[src/rtl/fsm_seq_scheduler.sv]
// fsm_seq_scheduler: round-robin arbiter that lends one shared A/B/C phase sequencer to
// N_REQ requesters, one job per grant. Each job kicks the sequencer out of park, inserts
// the requested number of short s0->s4 loops, and acknowledges on the return to park.
// Optional macro WATCHDOG_EN adds a TIMEOUT-cycle abort; without it error_o is tied low.
module fsm_seq_scheduler #(
  parameter int unsigned N_REQ   = 4,
  parameter int unsigned REP_W   = 4,
  parameter int unsigned TIMEOUT = 64
) (
  input  logic                   clk_i,
  input  logic                   rst_ni,
  input  logic [N_REQ-1:0]       req_i,
  input  logic [N_REQ-1:0]       tail_i,
  input  logic [N_REQ*REP_W-1:0] reps_i,
  input  logic                   d_i,
  input  logic                   e_i,
  input  logic                   f_i,
  output logic                   a_o,
  output logic                   b_o,
  output logic                   c_o,
  output logic [N_REQ-1:0]       grant_o,
  output logic [N_REQ-1:0]       done_o,
  output logic                   busy_o,
  output logic                   error_o
);

  localparam int unsigned IdxW = $clog2(N_REQ);
  localparam logic [IdxW:0] NReqW = (IdxW + 1)'(N_REQ);

  typedef enum logic [2:0] {StParkWait, StIdle, StKick, StRun, StDone} state_e;

  state_e           state_q;
  logic [IdxW-1:0]  rr_q;
  logic [IdxW-1:0]  own_q;
  logic             tail_q;
  logic [REP_W-1:0] rep_cnt_q;
  logic [N_REQ-1:0] grant_q;
  logic [N_REQ-1:0] done_q;
  logic             busy_q;

  // Sequencer sits in s0 when none of its phase outputs is active.
  logic in_s0;
  assign in_s0 = ~d_i & ~e_i & ~f_i;

  logic [N_REQ-1:0] req_rot;
  logic [IdxW-1:0]  pick_off;
  logic [IdxW:0]    pick_sum;
  logic [IdxW-1:0]  pick_idx;
  logic             pick_vld;
  logic             pick_tail;
  logic [REP_W-1:0] pick_reps;
  logic [IdxW:0]    rr_sum;
  logic [IdxW-1:0]  rr_inc;

  // Round-robin pick: rotate requests so the pointer lands at bit 0, take the lowest set bit.
  always_comb begin
    req_rot  = N_REQ'({req_i, req_i} >> rr_q);
    pick_off = '0;
    pick_vld = 1'b0;
    for (int j = N_REQ - 1; j >= 0; j--) begin
      if (req_rot[j]) begin
        pick_vld = 1'b1;
        pick_off = IdxW'(j);
      end
    end
    pick_sum = {1'b0, rr_q} + {1'b0, pick_off};
    pick_idx = (pick_sum >= NReqW) ? IdxW'(pick_sum - NReqW) : pick_sum[IdxW-1:0];
    pick_tail = 1'b0;
    pick_reps = '0;
    for (int k = 0; k < N_REQ; k++) begin
      if (pick_idx == IdxW'(k)) begin
        pick_tail = tail_i[k];
        pick_reps = reps_i[k*REP_W +: REP_W];
      end
    end
    rr_sum = {1'b0, own_q} + (IdxW + 1)'(1);
    rr_inc = (rr_sum >= NReqW) ? '0 : rr_sum[IdxW-1:0];
  end

  // Sequencer drive: decoded from registered state and live phase inputs only.
  always_comb begin
    b_o = (state_q == StKick);
    c_o = (state_q == StKick) & tail_q;
    a_o = (state_q == StRun) & in_s0 & (rep_cnt_q != '0);
  end

`ifdef WATCHDOG_EN
  localparam int unsigned WdW = $clog2(TIMEOUT + 1);
  logic [WdW-1:0] wd_q;
  logic           error_q;
  logic           wd_hit;
  assign wd_hit  = (wd_q == WdW'(TIMEOUT - 1));
  assign error_o = error_q;
`else
  logic unused_timeout;
  assign unused_timeout = ^TIMEOUT;
  assign error_o = 1'b0;
`endif

  // Job sequencing FSM with registered grant/done/busy outputs.
  always_ff @(posedge clk_i) begin
    if (!rst_ni) begin
      state_q   <= StParkWait;
      rr_q      <= '0;
      own_q     <= '0;
      tail_q    <= 1'b0;
      rep_cnt_q <= '0;
      grant_q   <= '0;
      done_q    <= '0;
      busy_q    <= 1'b1;
`ifdef WATCHDOG_EN
      wd_q      <= '0;
      error_q   <= 1'b0;
`endif
    end else begin
      done_q <= '0;
      unique case (state_q)
        StParkWait: begin
          if (f_i) begin
            state_q <= StIdle;
            busy_q  <= 1'b0;
          end
        end
        StIdle: begin
          if (pick_vld) begin
            own_q     <= pick_idx;
            grant_q   <= N_REQ'(1) << pick_idx;
            tail_q    <= pick_tail;
            rep_cnt_q <= pick_reps;
            busy_q    <= 1'b1;
            state_q   <= StKick;
          end
        end
        StKick: state_q <= StRun;
        StRun: begin
          if (a_o) rep_cnt_q <= rep_cnt_q - REP_W'(1);
          if (f_i) begin
            state_q <= StDone;
            done_q  <= grant_q;
          end
        end
        StDone: begin
          grant_q <= '0;
          rr_q    <= rr_inc;
          busy_q  <= 1'b0;
          state_q <= StIdle;
        end
        default: state_q <= StParkWait;
      endcase
`ifdef WATCHDOG_EN
      error_q <= 1'b0;
      if (state_q == StKick) begin
        wd_q <= '0;
      end else if (state_q == StRun || state_q == StParkWait) begin
        wd_q <= wd_q + WdW'(1);
      end
      // A normal return to park wins over a timeout in the same cycle.
      if (wd_hit && !f_i && (state_q == StRun || state_q == StParkWait)) begin
        error_q <= 1'b1;
        grant_q <= '0;
        done_q  <= '0;
        busy_q  <= 1'b1;
        wd_q    <= '0;
        state_q <= StParkWait;
      end
`endif
    end
  end

  assign grant_o = grant_q;
  assign done_o  = done_q;
  assign busy_o  = busy_q;

endmodule
[config.mk]
export PLATFORM = sky130hd
export DESIGN_NAME = fsm_seq_scheduler
export DESIGN_NICKNAME = d
export VERILOG_FILES = /design/src/rtl/fsm_seq_scheduler.sv
export SDC_FILE = /design/constraint.sdc
export NUM_CORES = 1
export LEC_CHECK = 0
export ABC_CLOCK_PERIOD_IN_PS = 7200
export CORE_UTILIZATION = 24
export CTS_CLUSTER_SIZE = 25
export DETAILED_ROUTE_END_ITERATION = 7
export PLACE_DENSITY = 0.56
export SLEW_MARGIN = 20
export SYNTH_ARGS = -nofsm -noshare
export SYNTH_HDL_FRONTEND = slang
export SYNTH_SLANG_ARGS = --single-unit
[constraint.sdc]
create_clock -name clk_i -period 7.2 [get_ports clk_i]
set_input_delay 1.44 -clock clk_i [delete_from_list [all_inputs] [get_ports clk_i]]
set_output_delay 1.44 -clock clk_i [all_outputs]
set_load 0.02 [all_outputs]
Yosys cells after proc, flatten, opt, wreduce, memory -nomap -nowiden. Index checks and enable logic that the tools add are counted.

Add/subtract/negate cells: 4. Shifts and indexed selects: 2. Muxes and demuxes: 30. Reductions and logical operators: 12. Bitwise operators: 8. Equal/unequal tests: 11. Magnitude comparators: 2.

Operator list (number): 4-bit 2-to-1 mux (7); 4-bit case mux with 2 select lines (2); 3-bit case mux with 5 select lines (1); 2-bit 2-to-1 mux (6); 3-bit AND reduction (4); 1-bit 2-to-1 mux (10); 3-bit 2-to-1 mux (3); 2-bit inequality test (second input constant) (4); 8-bit by 2-bit right shift with 4-bit output (1); 3-bit by 2-bit equality test with 1-bit output (second input constant) (2); 3-bit greater-or-equal comparator (second input constant) (2); 1-bit bitwise AND (5); 2-bit equality test (second input constant) (2); 2-bit AND reduction (2); 2-bit nonzero test (2); 4-bit nonzero test (1); 1-bit by 2-bit left shift with 4-bit output (first input constant) (1); 4-bit by 1-bit subtractor with 4-bit output (second input constant) (1); 2-bit by 1-bit adder with 3-bit output (second input constant) (1); 2-bit by 2-bit adder with 3-bit output (1); 3-bit by 1-bit equality test with 1-bit output (second input constant) (1); 3-bit equality test (second input constant) (1); 3-bit logical NOT (1); 1-bit NOT (3); 5 further kinds (5).

Register bits: 21. Input bits: 29.

Depth between registers and ports, before layout.
Depth in word-level cells: 15. Depth in mapped cells: 12. Mapped depth without buffers: 10.

Least setup slack after synthesis. Ideal clock, no wire load.

Path kind: input-to-output. From: input f_i. To: output a_o. Buffers on the path: 0. Arrival time: 2208 ps. Stages: 2. Data required time: 5760 ps. Setup slack: 3552 ps. Cell sequence: a2111o_1 nor2_1.

Longest elaborated chain between the ends: 4.

Ends and longest elaborated chain: start: declaration (RTL line 17) `input logic f_i,`; 1-bit NOT (RTL line 43) `assign in_s0 = ~d_i & ~e_i & ~f_i;`; 1-bit bitwise AND (RTL line 43); 1-bit bitwise AND (2 in a row) (RTL line 84) `a_o = (state_q == StRun) & in_s0 & (rep_cnt_q != '0);`; end: declaration (RTL line 18) `output logic a_o,`.

Every way passes these cells.

Final worst setup path. Same ends and word-level chain as after synthesis.

==> impl_metrics.env <==
export IMPL_max_slew_margin_rel=0.657
export IMPL_yosysSeqAreaShare=0.337
export IMPL_synth_edff_count=0
export IMPL_synth_cell_area_um2=1250
export IMPL_ctsHoldBuffers=0
export IMPL_ys_types=41
export IMPL_die_y_um=74.1
export IMPL_fmax_ghz=0.214
export IMPL_core_um2=4850
export IMPL_port_buffers=40
export IMPL_routabilityCongestion=0.750
export IMPL_via_per_inst=4.66
export IMPL_dp_cells=247
export IMPL_finalHoldViolations=0
export IMPL_status="finished clean"
export IMPL_routedWlPerCell_um=11.3
export IMPL_syn_nets=180
export IMPL_dr_pass1_iters=4
export IMPL_num_vias=1170
export IMPL_totalWireLength_mm=2.84
export IMPL_worst_pin_slew_ns=0.515
export IMPL_seq_area_um2=420
export IMPL_start_util=0.258
export IMPL_setup_violations=0
export IMPL_route_detailed_drc=0
export IMPL_final_cell_mix="clkdlybuf4s50_1 (40), nor2_1 (22), dfxtp_1 (21)"
export IMPL_diodes=0
export IMPL_synth_top_flop_cell="dfxtp_1"
export IMPL_postLayoutCellArea_um2=1720
export IMPL_syn_mean_instance_area_um2=8.44
export IMPL_final_fill_count=517
export IMPL_min_path_type="reg -> reg"
export IMPL_cts_resized=0
export IMPL_peakVddDrop_mv=0.0902
export IMPL_postSynthCellCount=148
export IMPL_drt_initial_drc_count=53
export IMPL_grt_overflow_total=0
export IMPL_clkTransAtPathRegs_ns=0.08
export IMPL_cts_max_path_buffers=2
export IMPL_synth_top_cell_area_share=0.337
export IMPL_area_growth_pct=38.0
export IMPL_powerDensity_nw_per_um2=158
export IMPL_drv_cap=0
export IMPL_clockRootBuffer="clkbuf_8"
export IMPL_criticalPathCategory="in -> out"
export IMPL_grt_pass1_vias=1068
export IMPL_critPathLaunchType="input port"
export IMPL_place_area_um2=1680
export IMPL_grtUsageTotal=0.109
export IMPL_die_x_um=74.1
export IMPL_maxSlewViolCount=0
export IMPL_cp_max_fo=5
export IMPL_fin_util=0.355
export IMPL_cp_required_ns=5.76
export IMPL_rows=25
export IMPL_io_pins=42
export IMPL_clk_latency_ns=0.25
export IMPL_max_stage_delay_ns=0.66
export IMPL_cts_num_sinks=21
export IMPL_finalPower_uw=273
export IMPL_stdcell_count=251
export IMPL_ant_nets=0
export IMPL_antenna_found_initial=0
export IMPL_cts_tree="done"
export IMPL_cp_slowest_cell="clkdlybuf4s50_1"
export IMPL_hpwl_mm=2.15
export IMPL_finalSetupTns_ns=0
export IMPL_rsz0062_at_grt="false"
export IMPL_synth_area_leaders="dfxtp_1 (34%), mux4_1 (8.4%), nor2_1 (6.6%)"
export IMPL_grt_pass1_wl_mm=4.71
export IMPL_cts_buffers=3
export IMPL_async_flop_share=0
export IMPL_layout_commonest_cell="clkdlybuf4s50_1"
export IMPL_endpoint_kind="primary output"
export IMPL_die_area_um2=5500
export IMPL_multiInputGateArea_um2=746
export IMPL_ys_ff_latch=21
export IMPL_cp_cell_sequence="clkdlybuf4s50_1 > a2111o_1 > nor2_1 > clkdlybuf4s50_1"
export IMPL_nNetsFinal=217
export IMPL_final_setup_skew_ns=0.00235
export IMPL_grt_max_degree=16
export IMPL_finalCritPeriodShare=0.650
export IMPL_fin_crit_ns=4.68
export IMPL_crit_top_cell="clkdlybuf4s50_1"
export IMPL_drive_above_1_share=0.0543
export IMPL_ys_warn_count=0
export IMPL_leakage_uw=0.000629
export IMPL_worstPathArrival_ns=3.24
export IMPL_r2r_slack_ns=4.51
export IMPL_htree_levels=1
export IMPL_cts_setup_buffers=0
export IMPL_yosysTopAreaCell="dfxtp_1"
state kept, by name (all words and copies together), names as in the netlist:
register / count
state_q: 3
tail_q: 1
done_o: 4
rep_cnt_q: 4
busy_o: 1
rr_q: 2
own_q: 2
grant_o: 4
per-layer routing:
layer | track usage | share of wire
met1 | 0.140 | 0.49
met2 | 0.183 | 0.44
met3 | 0.0271 | 0.064
met4 | 0.0256 | 0.0042
met5 | 0 | 0
final cells by class:
type | count | share of cell area
inverters | 5 | 0.0109
clock inverters | 1 | 0.00290
repair buffers | 41 | 0.237
flip-flops and latches | 21 | 0.244
well taps | 67 | 0.0487
multi-input cells | 113 | 0.433
clock buffers | 3 | 0.0240
cell families (layout without fill, tap and decap cells):
logic type | Yosys count | count (layout) | share of synthesized area
and+or+nand+nor | 68 | 68 | 0.254
AOI/OAI and AO/OA | 32 | 32 | 0.184
DFF | 21 | 21 | 0.337
buffers and inverters | 14 | 50 | 0.0661
muxes | 7 | 7 | 0.112
adders and majority gates | 3 | 3 | 0.0301
xor gates and xnor gates | 2 | 2 | 0.0140
other | 1 | 1 | 0.00300
power breakdown:
part	internal (uW)	switching, uW	total (uW)
registers	122	5.78	128
logic	37.2	31.6	68.9
clock network	38.5	37.8	76.3
total	198	75.2	273
Yosys cell counts (all sizes together) (3+ instances only):
cell type,count
dfxtp,21
ha,3
and2,6
inv,5
nand3,7
nand2,15
nor2,23
a21oi,10
buf,6
clkbuf,3
nor3,8
o21ai,5
mux4,4
worst max-delay path: cells and delay by family:
family	cells	cell delay (ns)
AND/OR/NAND/NOR	1	0.22
AO/OA/AOI/OAI	1	0.44
buffers and inverters	2	1.14
path summary, 6_finish.rpt:
kind / from / to / cells past startpoint
worst max-delay path: f_i / a_o / 4
worst min-delay path: tail_q$_SDFFE_PN0P_ / tail_q$_SDFFE_PN0P_ / 2
worst max register to register: rr_q[0]$_SDFFE_PN0P_ / rep_cnt_q[2]$_SDFFE_PN0P_ / 10
worst min register to register: tail_q$_SDFFE_PN0P_ / tail_q$_SDFFE_PN0P_ / 2
metrics by stage:
step | setup WS [ns] | hold WS, ns
4_1_cts | 2.51 | 0.464
3_3_place_gp | 2.53 | 0.440
6_report | 2.52 | 0.464
3_5_place_dp | 2.52 | 0.452
2_1_floorplan | 3.55 | 0.432
5_1_grt | 2.40 | 0.475
(Power assumes the default switching activity.)
